$ cat config.mk
export PLATFORM = sky130hd
export DESIGN_NAME = data_mem_arbiter
export DESIGN_NICKNAME = d
export VERILOG_FILES = /design/src/rtl/data_mem_pkg.sv /design/src/rtl/rr_arbiter2.sv /design/src/rtl/data_mem_arbiter.sv
export SDC_FILE = /design/constraint.sdc
export NUM_CORES = 1
export LEC_CHECK = 0
export CAP_MARGIN = 15
export CORE_MARGIN = 1
export CORE_UTILIZATION = 42
export CTS_BUF_LIST = sky130_fd_sc_hd__clkbuf_4 sky130_fd_sc_hd__clkbuf_8
export CTS_CLUSTER_SIZE = 20
export DETAILED_ROUTE_END_ITERATION = 6
export GPL_ROUTABILITY_DRIVEN = 1
export GPL_TIMING_DRIVEN = 0
export PLACE_DENSITY = 0.83
export SETUP_SLACK_MARGIN = 0.1
export SKIP_CTS_REPAIR_TIMING = 1
export SYNTH_ARGS = -nofsm -noshare
export SYNTH_HDL_FRONTEND = slang
export SYNTH_SLANG_ARGS = --single-unit
$ cat constraint.sdc
create_clock -name clk -period 2.58 [get_ports clk]
set_clock_uncertainty 0.05 [all_clocks]
set_input_delay 0.774 -clock clk [delete_from_list [all_inputs] [get_ports clk]]
set_output_delay 0.774 -clock clk [all_outputs]
set_load 0.1 [all_outputs]
$ cat src/rtl/data_mem_pkg.sv
// Shared types and constants for the data memory arbiter.
// Holds the FSM state enum, port ids, default depth and word shift.
package data_mem_pkg;

    typedef enum logic [1:0] {
        IDLE,
        RD_WAIT,
        WR,
        DONE
    } state_t;

    localparam logic PORT_CORE     = 1'b0;
    localparam logic PORT_AUX      = 1'b1;
    localparam int   DEFAULT_DEPTH = 256;
    localparam int   WORD_SHIFT    = 2;

endpackage

$ cat src/rtl/rr_arbiter2.sv
// Two-way round-robin arbiter with a registered priority pointer.
// Ports: clk, rst_n, req[1:0], update (advance pointer), gnt[1:0] one-hot.
module rr_arbiter2 (
    input  logic       clk,
    input  logic       rst_n,
    input  logic [1:0] req,
    input  logic       update,
    output logic [1:0] gnt
);

    // ptr names the port that wins a tie.
    logic ptr;

    always_comb begin
        gnt = req;
        if (req == 2'b11) begin
            gnt = ptr ? 2'b10 : 2'b01;
        end
    end

    // After any grant, priority moves to the port that did not win.
    always_ff @(posedge clk or negedge rst_n) begin
        if (!rst_n) begin
            ptr <= 1'b0;
        end else if (update && (|req)) begin
            ptr <= gnt[0];
        end
    end

endmodule

$ cat src/rtl/data_mem_arbiter.sv
// Shares a single-port data memory between the core LSU and an aux master.
// Ports: req/we/addr/wdata in and ack/err/rdata out per port, mem_* strobes,
// mem_data_out from memory, busy and gnt_id status.
module data_mem_arbiter
    import data_mem_pkg::*;
#(
    parameter int DEPTH      = DEFAULT_DEPTH,
    parameter int RD_LATENCY = 2
) (
    input  logic        clk,
    input  logic        rst_n,
    input  logic        req0,
    input  logic        we0,
    input  logic [31:0] addr0,
    input  logic [31:0] wdata0,
    output logic        ack0,
    output logic        err0,
    output logic [31:0] rdata0,
    input  logic        req1,
    input  logic        we1,
    input  logic [31:0] addr1,
    input  logic [31:0] wdata1,
    output logic        ack1,
    output logic        err1,
    output logic [31:0] rdata1,
    output logic [31:0] mem_address,
    output logic [31:0] mem_data_in,
    output logic        mem_read,
    output logic        mem_write,
    input  logic [31:0] mem_data_out,
    output logic        busy,
    output logic        gnt_id
);

    localparam int CNT_W = $clog2(RD_LATENCY + 1);
    localparam logic [CNT_W-1:0] CNT_LAST = CNT_W'(RD_LATENCY - 1);

    state_t           state;
    logic [CNT_W-1:0] cnt;
    logic [1:0]       gnt;
    logic             idle;
    logic             sel;
    logic             sel_we;
    logic [31:0]      sel_addr;
    logic [31:0]      sel_wdata;
    logic             sel_err;

    assign idle = (state == IDLE);

    // Requests are only looked at while idle, so the pointer only moves then.
    rr_arbiter2 u_arb (
        .clk    (clk),
        .rst_n  (rst_n),
        .req    ({req1, req0}),
        .update (idle),
        .gnt    (gnt)
    );

    assign sel       = gnt[1];
    assign sel_we    = sel ? we1 : we0;
    assign sel_addr  = sel ? addr1 : addr0;
    assign sel_wdata = sel ? wdata1 : wdata0;
    assign sel_err   = (sel_addr[WORD_SHIFT-1:0] != '0)
                    || ((sel_addr >> WORD_SHIFT) >= 32'(DEPTH));

    always_ff @(posedge clk or negedge rst_n) begin
        if (!rst_n) begin
            state       <= IDLE;
            cnt         <= '0;
            ack0        <= 1'b0;
            ack1        <= 1'b0;
            err0        <= 1'b0;
            err1        <= 1'b0;
            rdata0      <= '0;
            rdata1      <= '0;
            mem_address <= '0;
            mem_data_in <= '0;
            mem_read    <= 1'b0;
            mem_write   <= 1'b0;
            busy        <= 1'b0;
            gnt_id      <= 1'b0;
        end else begin
            // ack/err are single-cycle pulses, set only on entry to DONE.
            ack0 <= 1'b0;
            ack1 <= 1'b0;
            err0 <= 1'b0;
            err1 <= 1'b0;
            case (state)
                IDLE: begin
                    if (|gnt) begin
                        gnt_id <= sel;
                        busy   <= 1'b1;
                        if (sel_err) begin
                            // Bad address: skip the memory entirely.
                            state <= DONE;
                            ack0  <= (sel == PORT_CORE);
                            err0  <= (sel == PORT_CORE);
                            ack1  <= (sel == PORT_AUX);
                            err1  <= (sel == PORT_AUX);
                        end else if (sel_we) begin
                            state       <= WR;
                            mem_write   <= 1'b1;
                            mem_address <= sel_addr >> WORD_SHIFT;
                            mem_data_in <= sel_wdata;
                        end else begin
                            state       <= RD_WAIT;
                            mem_read    <= 1'b1;
                            mem_address <= sel_addr >> WORD_SHIFT;
                            cnt         <= '0;
                        end
                    end
                end
                RD_WAIT: begin
                    if (cnt == CNT_LAST) begin
                        state    <= DONE;
                        mem_read <= 1'b0;
                        if (gnt_id == PORT_AUX) begin
                            rdata1 <= mem_data_out;
                            ack1   <= 1'b1;
                        end else begin
                            rdata0 <= mem_data_out;
                            ack0   <= 1'b1;
                        end
                    end else begin
                        cnt <= cnt + CNT_W'(1);
                    end
                end
                WR: begin
                    state     <= DONE;
                    mem_write <= 1'b0;
                    if (gnt_id == PORT_AUX) begin
                        ack1 <= 1'b1;
                    end else begin
                        ack0 <= 1'b1;
                    end
                end
                DONE: begin
                    state <= IDLE;
                    busy  <= 1'b0;
                end
                default: state <= IDLE;
            endcase
        end
    end

endmodule

### Word-level counts from Yosys, hierarchy flattened

Cells that the tools add are included.

| storage, ports and cells | value |
|---|---|
| output and inout port bits | 136 |
| register bits | 139 |
| bits of input ports | 166 |
| logic and storage cells | 88 |

| operators by class | value |
|---|---|
| bitwise gates (word level) | 3 |
| reduce and logical (&&, ||, !) cells | 19 |
| add/sub/neg operators | 1 |
| equal/unequal tests | 11 |
| mux-type cells | 38 |
| order comparisons | 1 |

Operator list:

| operator | number |
|---|---|
| $mux W32 | 2 |
| $ge A30 B9 Y1 const B | 1 |
| $mux W2 | 10 |
| $mux W1 | 19 |
| $ne A2 B2 Y1 const B | 6 |
| $reduce_and A5 Y1 | 2 |
| $reduce_and A3 Y1 | 3 |
| $pmux W2 S4 | 1 |
| $reduce_and A4 Y1 | 2 |
| $reduce_bool A2 Y1 | 4 |
| $eq A2 B2 Y1 const B | 3 |
| $pmux W1 S2 | 3 |
| $pmux W1 S3 | 2 |
| $reduce_and A2 Y1 | 3 |
| $eq A2 B1 Y1 const B | 2 |
| $pmux W2 S2 | 1 |
| $reduce_or A2 Y1 | 2 |
| $not A1 Y1 | 3 |
| $add A2 B1 Y2 const B | 1 |
| $logic_not A2 Y1 | 1 |
| $logic_and A1 B1 Y1 | 1 |
| $logic_or A1 B1 Y1 | 1 |

### Longest topological paths before layout

| logic depth | value |
|---|---|
| depth after elaboration | 8 |
| depth in mapped cells | 9 |
| mapped depth without buffers | 7 |

### By module

Synthesis repeated with hierarchy kept, for this count alone.

| second synthesis, totals | value |
|---|---|
| cells, all modules | 424 |
| area total of the unflattened synthesis | 5913.2 um^2 |

By module, submodules not included:

| module | cells each | area an instance (um^2) | seq. area each (um^2) | times used |
|---|---|---|---|---|
| data_mem_arbiter | 418 | 5858.1 | 3453.3 | 1 |
| rr_arbiter2 | 6 | 55.1 | 25.0 | 1 |

### Least setup slack after synthesis

No wires, ideal clock.

| path | value |
|---|---|
| kind | input to register |
| from | input addr0[1] |
| to | register mem_data_in[10] |
| stages | 6 |
| data required time | 2.405 ns |
| setup time | 0.125 ns |
| path slack | 0.146 ns |
| arrival | 2.259 ns |
| buffers on the path | 1 |
| path through | nor4_1 -> nand4_1 -> nand4b_1 -> a211oi_4 -> buf_6 -> mux2_2 |

| on the way | value |
|---|---|
| longest elaborated chain between the ends | 5 |

RTL lines:

| what | RTL line | RTL |
|---|---|---|
| from (decl) | data_mem_arbiter.sv:14 | `input logic [31:0] addr0,` |
| $mux W32 | data_mem_arbiter.sv:61 | `assign sel_addr = sel ? addr1 : addr0;` |
| $reduce_bool A2 Y1 | data_mem_arbiter.sv:63 | `assign sel_err = (sel_addr[WORD_SHIFT-1:0] != '0)` |
| $logic_or A1 B1 Y1 | data_mem_arbiter.sv:64 | `\|\| ((sel_addr >> WORD_SHIFT) >= 32'(DEPTH));` |
| $not A1 Y1 (no line) | - |  |
| $reduce_and A4 Y1 (no line) | - |  |
| to (signal assigned) | data_mem_arbiter.sv:104 | `mem_data_in <= sel_wdata;` |
| to (decl) | data_mem_arbiter.sv:27 | `output logic [31:0] mem_data_in,` |

No other way between the ends.
A chain may end at the register's enable or synchronous reset.

### Worst setup path after layout

| path | value |
|---|---|
| from | input addr0[0] |
| to | register mem_data_in[2] |

The elaborated chain is that of the path after synthesis.

==> impl_metrics.csv <==
group,metric,value,unit
setup_path,crit_required,2.86,ns
synth,synth_edf_count,0,
setup_path,crit_buf_inv,3,
sta,worst_pin_slew,1.02,ns
die,die_w,122,um
layout,antenna_cells,0,
sta,layout_min_cycle_time,2.46,ns
die,core_area,13900,um2
setup_path,crit_slowest_cell,"mux2_2",
global_routing,grt_antenna_before_repair,0,
sta,whs,0.280,ns
die,die_h,122,um
layout,final_nets,1009,
clock_tree,clock_latency,0.45,ns
setup_path,cp_data_arrival_time,2.74,ns
layout,final_cells,1031,
die,start_util,43.2,%
detailed_routing,routed_wl,19000,um
sta,setup_slack,0.117,ns
synth,synth-main-ff-cell,"dfrtp_1",
synth,ys_seq_elements,139,
synth,synthesis.area,6020,um2
global_routing,grt_pass1_vias,5375,
die,io_pins,302,
setup_path,end_kind,"flip-flop",
detailed_routing,postRouteAntennaNets,0,
synth,yosysWarningCount,0,
synth,netlist_instances,510,
sta,rsz0062_at_grt,"false",
power_and_ir_drop,ir_drop,1.40,mV
synth,ys_types,46,
setup_path,rr_worst_depth,6,
setup_path,crit_family,"simple AND/OR/NAND/NOR gates",
sta,hold_viol_final,0,
clock_tree,h-tree-depth,4,
setup_path,rr_startpoint,"state[1]",
global_routing,grt_max_degree,76,
detailed_routing,drt_iter0_drc,156,
die,rows,43,
setup_path,crit_type,"input pin to flip-flop",
sta,fmax,406,MHz
clock_tree,clk_path_buf_depth,2,
setup_path,r2r_slack,0.28,ns
power_and_ir_drop,power.density,1160,nW/um2
setup_path,slowest_delay,0.33,ns
detailed_routing,avgRoutedWirePerCell,18.4,um
clock_tree,clock-root-buffer,"clkbuf_8",
global_routing,grt-ovfl-total,0,
sta,max_slew_margin,31.7,%
die,die-area,14800,um2
detailed_routing,dr.pass1.iters,4,
synth,avgSynthCellArea,11.8,um2
worst_hold_path,min_path_type,"input pin to async pin",
clock_tree,cts_buffers,17,
layout,fin_util,74.2,%
sta,post-route-period-util,95.4,%
power_and_ir_drop,leakage,6.59,nW
synth,ys_seq_area_share,57.8,%
setup_path,critical_path.cell_chain,"dlymetal6s2s_1 -> nor4_2 -> nand4_1 -> nand4b_1 -> a211oi_4 -> buf_6 -> clkbuf_16 -> mux2_2",
layout,area_growth_syn_to_layout,71.7,%
layout,n_fill_cell,885,
place,place_ws,-0.824,ns
clock_tree,clk_pin_slew,0.08,ns
setup_path,rr_endpoint,"rdata1[26]",
clock_tree,cts_sinks,139,
global_routing,grt_pass1_wl,27600,um
sta,setup_violations,0,
place,port_buffers,298,
setup_path,crit_path_max_fanout,8,
detailed_routing,vias_per_cell,5.04,
setup_path,cp-start-kind,"input pin",
global_routing,grt_use_total,24.8,%
detailed_routing,vias,5197,
synth,synthArstFlopShare,100,%
place,hpwlAfterDp,13700,um
sta,slew_violations,0,
place,place_inst,990,
run,cap_violations,0,
detailed_routing,drc,0,
place,routabilityCongestion,0.889,
layout,drive_above_1_share,19.9,%
status,status,"completed",
clock_tree,cts_tree,"yes",
## metrics by stage
stage	total power [W]	TNS (ns)	instance area (um2)
after floorplan	0.00832	0	6020
after global placement	0.0101	-676.45	9230
after detailed placement	0.0102	-43.17	9260
after CTS	0.0122	-41.13	9690
after global routing	0.0125	0	10300
final	0.0120	0	10300
## final cells by class
type	instances	area (um2)	share of cell area [%]
clock inverter	15	198	1.91
buffer	28	151	1.47
inverter	12	45.0	0.436
tap	180	225	2.18
timing repair buffer	308	3530	34.2
clock buffer	17	234	2.26
multi-input combinational	332	2470	23.9
sequential	139	3480	33.7
## routing by layer
metal / up-vias / share of wire, % / wire [um] / global-route usage [%]
met1: 2519 / 37 / 6970 / 26.6
met3: 34 / 8.7 / 1660 / 9.27
met4: 0 / 2.0 / 385 / 9.49
met5: - / 0 / 0 / 0
met2: 235 / 53 / 9970 / 44.0
li1: 2409 / - / - / -
## power breakdown
group	total, W	leakage (nW)	switching [W]	internal [W]
Sequential	0.00311	1.77	0.000332	0.00278
Clock	0.00192	0.217	0.000869	0.00105
Combinational	0.00700	4.60	0.00525	0.00175
## cell families after synthesis
family,after synthesis,share of synthesized area (%)
simple gates,178,13.9
buf+inv,40,3.06
compound gates,43,4.91
other cells,1,0.0623
flops,139,57.8
fa+ha+maj,5,1.04
mux,104,19.3
## cells in the mapped netlist (2+ instances only)
cell      count  share of area, %
a21o_1        3              0.37
nor4_1       20               2.1
mux2_2       93                17
nand4_1       4              0.42
and2_1       22               2.3
a211o_1       4              0.58
buf_2         2              0.17
dfrtp_1     139                58
buf_1         4              0.25
a21oi_1       4              0.33
inv_1        12              0.75
buf_4         2              0.25
buf_6         3              0.56
nand3_1       8              0.67
mux2_1        3              0.56
o21ai_0      13               1.1
o22ai_1       2              0.21
a31oi_1       5              0.52
or3_1         2              0.21
nand2_1     113               7.0
mux2i_1       8               1.3
clkbuf_1     16               1.0
ha_1          5               1.0
## cell usage in the layout, fill, tap and decap left out, drive strengths merged, types with 2 or more instances in the layout
cell,count
dfrtp,139
o21ai,14
a31oi,5
clkbuf,43
clkinv,7
clkinvlp,2
dlymetal6s2s,171
nand4,4
and2,22
ha,5
clkdlybuf4s50,120
a211o,4
inv,14
a21oi,4
buf,19
bufinv,4
nor2,2
o22ai,2
nor4,20
mux2,96
a21o,3
nand2,113
nand3,8
or3,2
conb,2
mux2i,8
a211oi,2
## flip-flops by register name (all words and copies together) (netlist names)
name,cells
rdata1,32
mem_address,30
mem_read,1
err1,1
busy,1
gnt_id,1
rdata0,32
err0,1
cnt,2
ack1,1
mem_data_in,32
ack0,1
state,2
u_arb.ptr,1
mem_write,1
## worst max-delay path by stage
stage / endpoint / cells after the start / startpoint / slack, ns
CTS: gnt_id / 1 / gnt_id / -0.37
floorplan: mem_data_in[10] / 6 / addr0[1] / 0.15
global placement: mem_data_in[24] / 1 / rst_n / -4.59
detailed placement: mem_data_in[8] / 6 / addr0[21] / -0.82
finish: mem_data_in[2] / 8 / addr0[0] / 0.12
global route: mem_data_in[2] / 8 / addr0[0] / 0.07
Power figures use the tool's default switching activity.
==> variant 1: new RTL, same settings <==
Change the package constant `WORD_SHIFT` from 2 to 1.
--- a/src/rtl/data_mem_pkg.sv
+++ b/src/rtl/data_mem_pkg.sv
@@ -14,3 +14,3 @@
     localparam int   DEFAULT_DEPTH = 256;
-    localparam int   WORD_SHIFT    = 2;
+    localparam int   WORD_SHIFT    = 1;
 
Function: changed (Yosys sat finds a counterexample within 4 cycles, from zero or initial values and one cycle with rst_n low).
==> variant 1 against the unedited design <==
- the run now ends with setup timing left
- setup slack got worse by 0.17 ns
- sequential cell count rose by 1
- count of clock-buffer cells in the layout rose by 2
- maximum frequency fell by 6.3%
- wire length fell by 6.0%
- final cell count fell by 4.9%
- largest cell class unchanged
- sequential share of layout area rose by 1.0 points
- design area fell by 2.3%
- area after synthesis fell by 4.0%
- power fell by 2.7%
==> variant 1: results (changes against the unedited design) <==
DR iter-0 viols=223 (+43%); Fin Hold WS=0.278 ns (-0.00224 ns); Setup TNS=-0.0476 ns (-0.0476 ns); status=complete, but fails checks; post-route setup slack=-0.0476 ns (-0.165 ns); nets=962 (-4.7%); Setup WS pre-CTS=-0.660 ns (+0.165 ns); violated checks=setup timing; Critical Path Source=addr0[9]; Max FO, Critical Path=6 (-2); filler instances=862 (-2.6%); met2 WL=9660 um (-3.1%); Final setup viols=1 (+1); I/O Buffers=300 (+0.67%); adder-cell area share of the yosys netlist=1.08% (+0.043 points); Cells after Synth=453 (-11%); dpl cells=930 (-6.1%); share of post-route cells with drive strength above 1=18.7% (-1.2 points); worst r2r src=state[0]; vias per std cell=5.02 (-0.42%); pin count of the biggest net entering global routing=73 (-3.9%); DP Wirelength=12,700 um (-7.5%); Worst R2R End=state[0]; first-pass GRT wire length=26,000 um (-5.9%); GRT Util Overall=23.7% (-1.1 points); WL/cell=18.2 um (-1.1%); Max IR drop VDD=0.592 mV (-58%); Critical Path End=mem_write; GPL Wtd Cong=0.830 (-6.6%); Critical Path AT=2.88 ns (+0.14 ns); M2 GR Usage=42.6% (-1.3 points); post-synth top area share=60.6% (+2.8 points); register area share after synthesis=60.6% (+2.8 points)
==> variant 1: final cells by class <==
cell class,instances,share of cell area (%)
clock inverter,13,1.18
buffer,23,1.52
inverter,8,0.297
tap,176,2.18
clock buffer,19,2.53
sequential,140,34.7
timing repair buffer,317,35.0
multi-input combinational,284,22.6
==> variant 1: cell families (layout without fill, tap and decap cells) <==
kind of cell,Yosys count,after routing
simple gates,107,107
compound gates,61,63
flops,140,140
other cells,1,1
buf+inv,31,380
mux,108,108
fa+ha+maj,5,5
==> variant 1: critical path: cells and delay by family <==
family | cells | cell delay, ns
mux | 1 | 0.18
buf+inv | 4 | 0.80
compound gates | 2 | 0.20
simple gates | 3 | 0.91
==> variant 1: report_power, final <==
group	switching [mW]	internal (mW)	leakage, nW	total (mW)
logic	5.17	1.80	4.19	6.96
clock network	0.853	0.800	0.181	1.65
registers	0.302	2.79	1.79	3.09
==> variant 2: new RTL, same settings <==
Made on the original files. The 4 states of `state_t` get a Gray code encoding in 2 bits.
--- a/src/rtl/data_mem_pkg.sv
+++ b/src/rtl/data_mem_pkg.sv
@@ -5,6 +5,6 @@
     typedef enum logic [1:0] {
-        IDLE,
-        RD_WAIT,
-        WR,
-        DONE
+        IDLE    = 2'b00,
+        RD_WAIT = 2'b01,
+        WR      = 2'b11,
+        DONE    = 2'b10
     } state_t;
Behaviour: no difference found for any inputs over 4 cycles, from zero or initial values and one cycle with rst_n low; so few cycles prove little.
==> variant 2 against the unedited design <==
- sequential cell count unchanged
- design area down 1.5%
- via count down 11%
- global-route usage down 0.44 points
- final cell count down 11%
- wire length up 1.1%
- area after synthesis down 1.8%
- setup slack worse by 0.055 ns
- largest cell class unchanged
Power is not compared: it rests on default switching activity, and its combinational part moved more than twofold at a synthesized area within 25%.
==> variant 2: results (changes against the unedited design) <==
status=complete, no violations; WL/cell=20.9 um (+14%); proportion of cell area occupied by registers=34.2% (+0.53 points); commonest cells in the netlist=dfrtp_1, mux2_2, mux2_4, and2_1, nor2_1; post-synthesis compound-gate area fraction=2.14% (-2.8 points); Non-Filler Instances=917 (-11%); non-clk buf share=36.4% (+0.72 points); Critical Path AT=2.78 ns (+0.04 ns); GRT Util Overall=24.3% (-0.44 points); Max transition margin=29.5% (-2.2 points); Distinct cells, synth=34 (-26%); dpl cells=875 (-12%); DP Wirelength=13,500 um (-1.9%); Die Area=0.0145 mm2 (-1.8%); nets=895 (-11%); Fin Hold WS=0.286 ns (+0.00537 ns); slowest stage delay, CP=0.40 ns (+0.07 ns); Setup WS pre-CTS=-0.708 ns (+0.117 ns); register area share after synthesis=58.9% (+1.1 points); FF-to-FF path depth=5 (-1); first-pass GRT wire length=26,300 um (-4.4%); Signal buffers=333 (-0.89%); syn_area_per_cell=14.8 um2 (+26%); I/O Buffers=299 (+0.34%); initial antenna violation count=1 (+1); Worst R2R End=rdata1[6]; Crit path max-delay family=buffers and inverters
[variant 2: cell types whose count changed after synthesis, moves of 5 or more]
cell	delta
nand2_1	-106
mux2_4	+29
mux2_2	+22
nor2_1	+11
inv_1	-10
o21ai_0	-10
nor4_1	-9
clkbuf_1	-6
mux2i_1	-5
[variant 2: worst max path at each step]
stage	startpoint	endpoint	slack [ns]
after floorplan	addr0[19]	mem_data_in[10]	0.21
after global placement	rst_n	rdata0[26]	-4.55
after detailed placement	req0	mem_data_in[19]	-0.71
after CTS	gnt_id	gnt_id	-0.37
after global routing	addr1[1]	mem_data_in[1]	0.05
final	addr1[30]	mem_data_in[1]	0.06
[variant 2: layer usage]
metal	GRT usage [%]	vias up	wire, um
met4	7.87	0	425
li1	-	2076	-
met1	27.1	2336	7080
met2	43.0	196	10200
met5	0	-	0
met3	8.77	29	1530
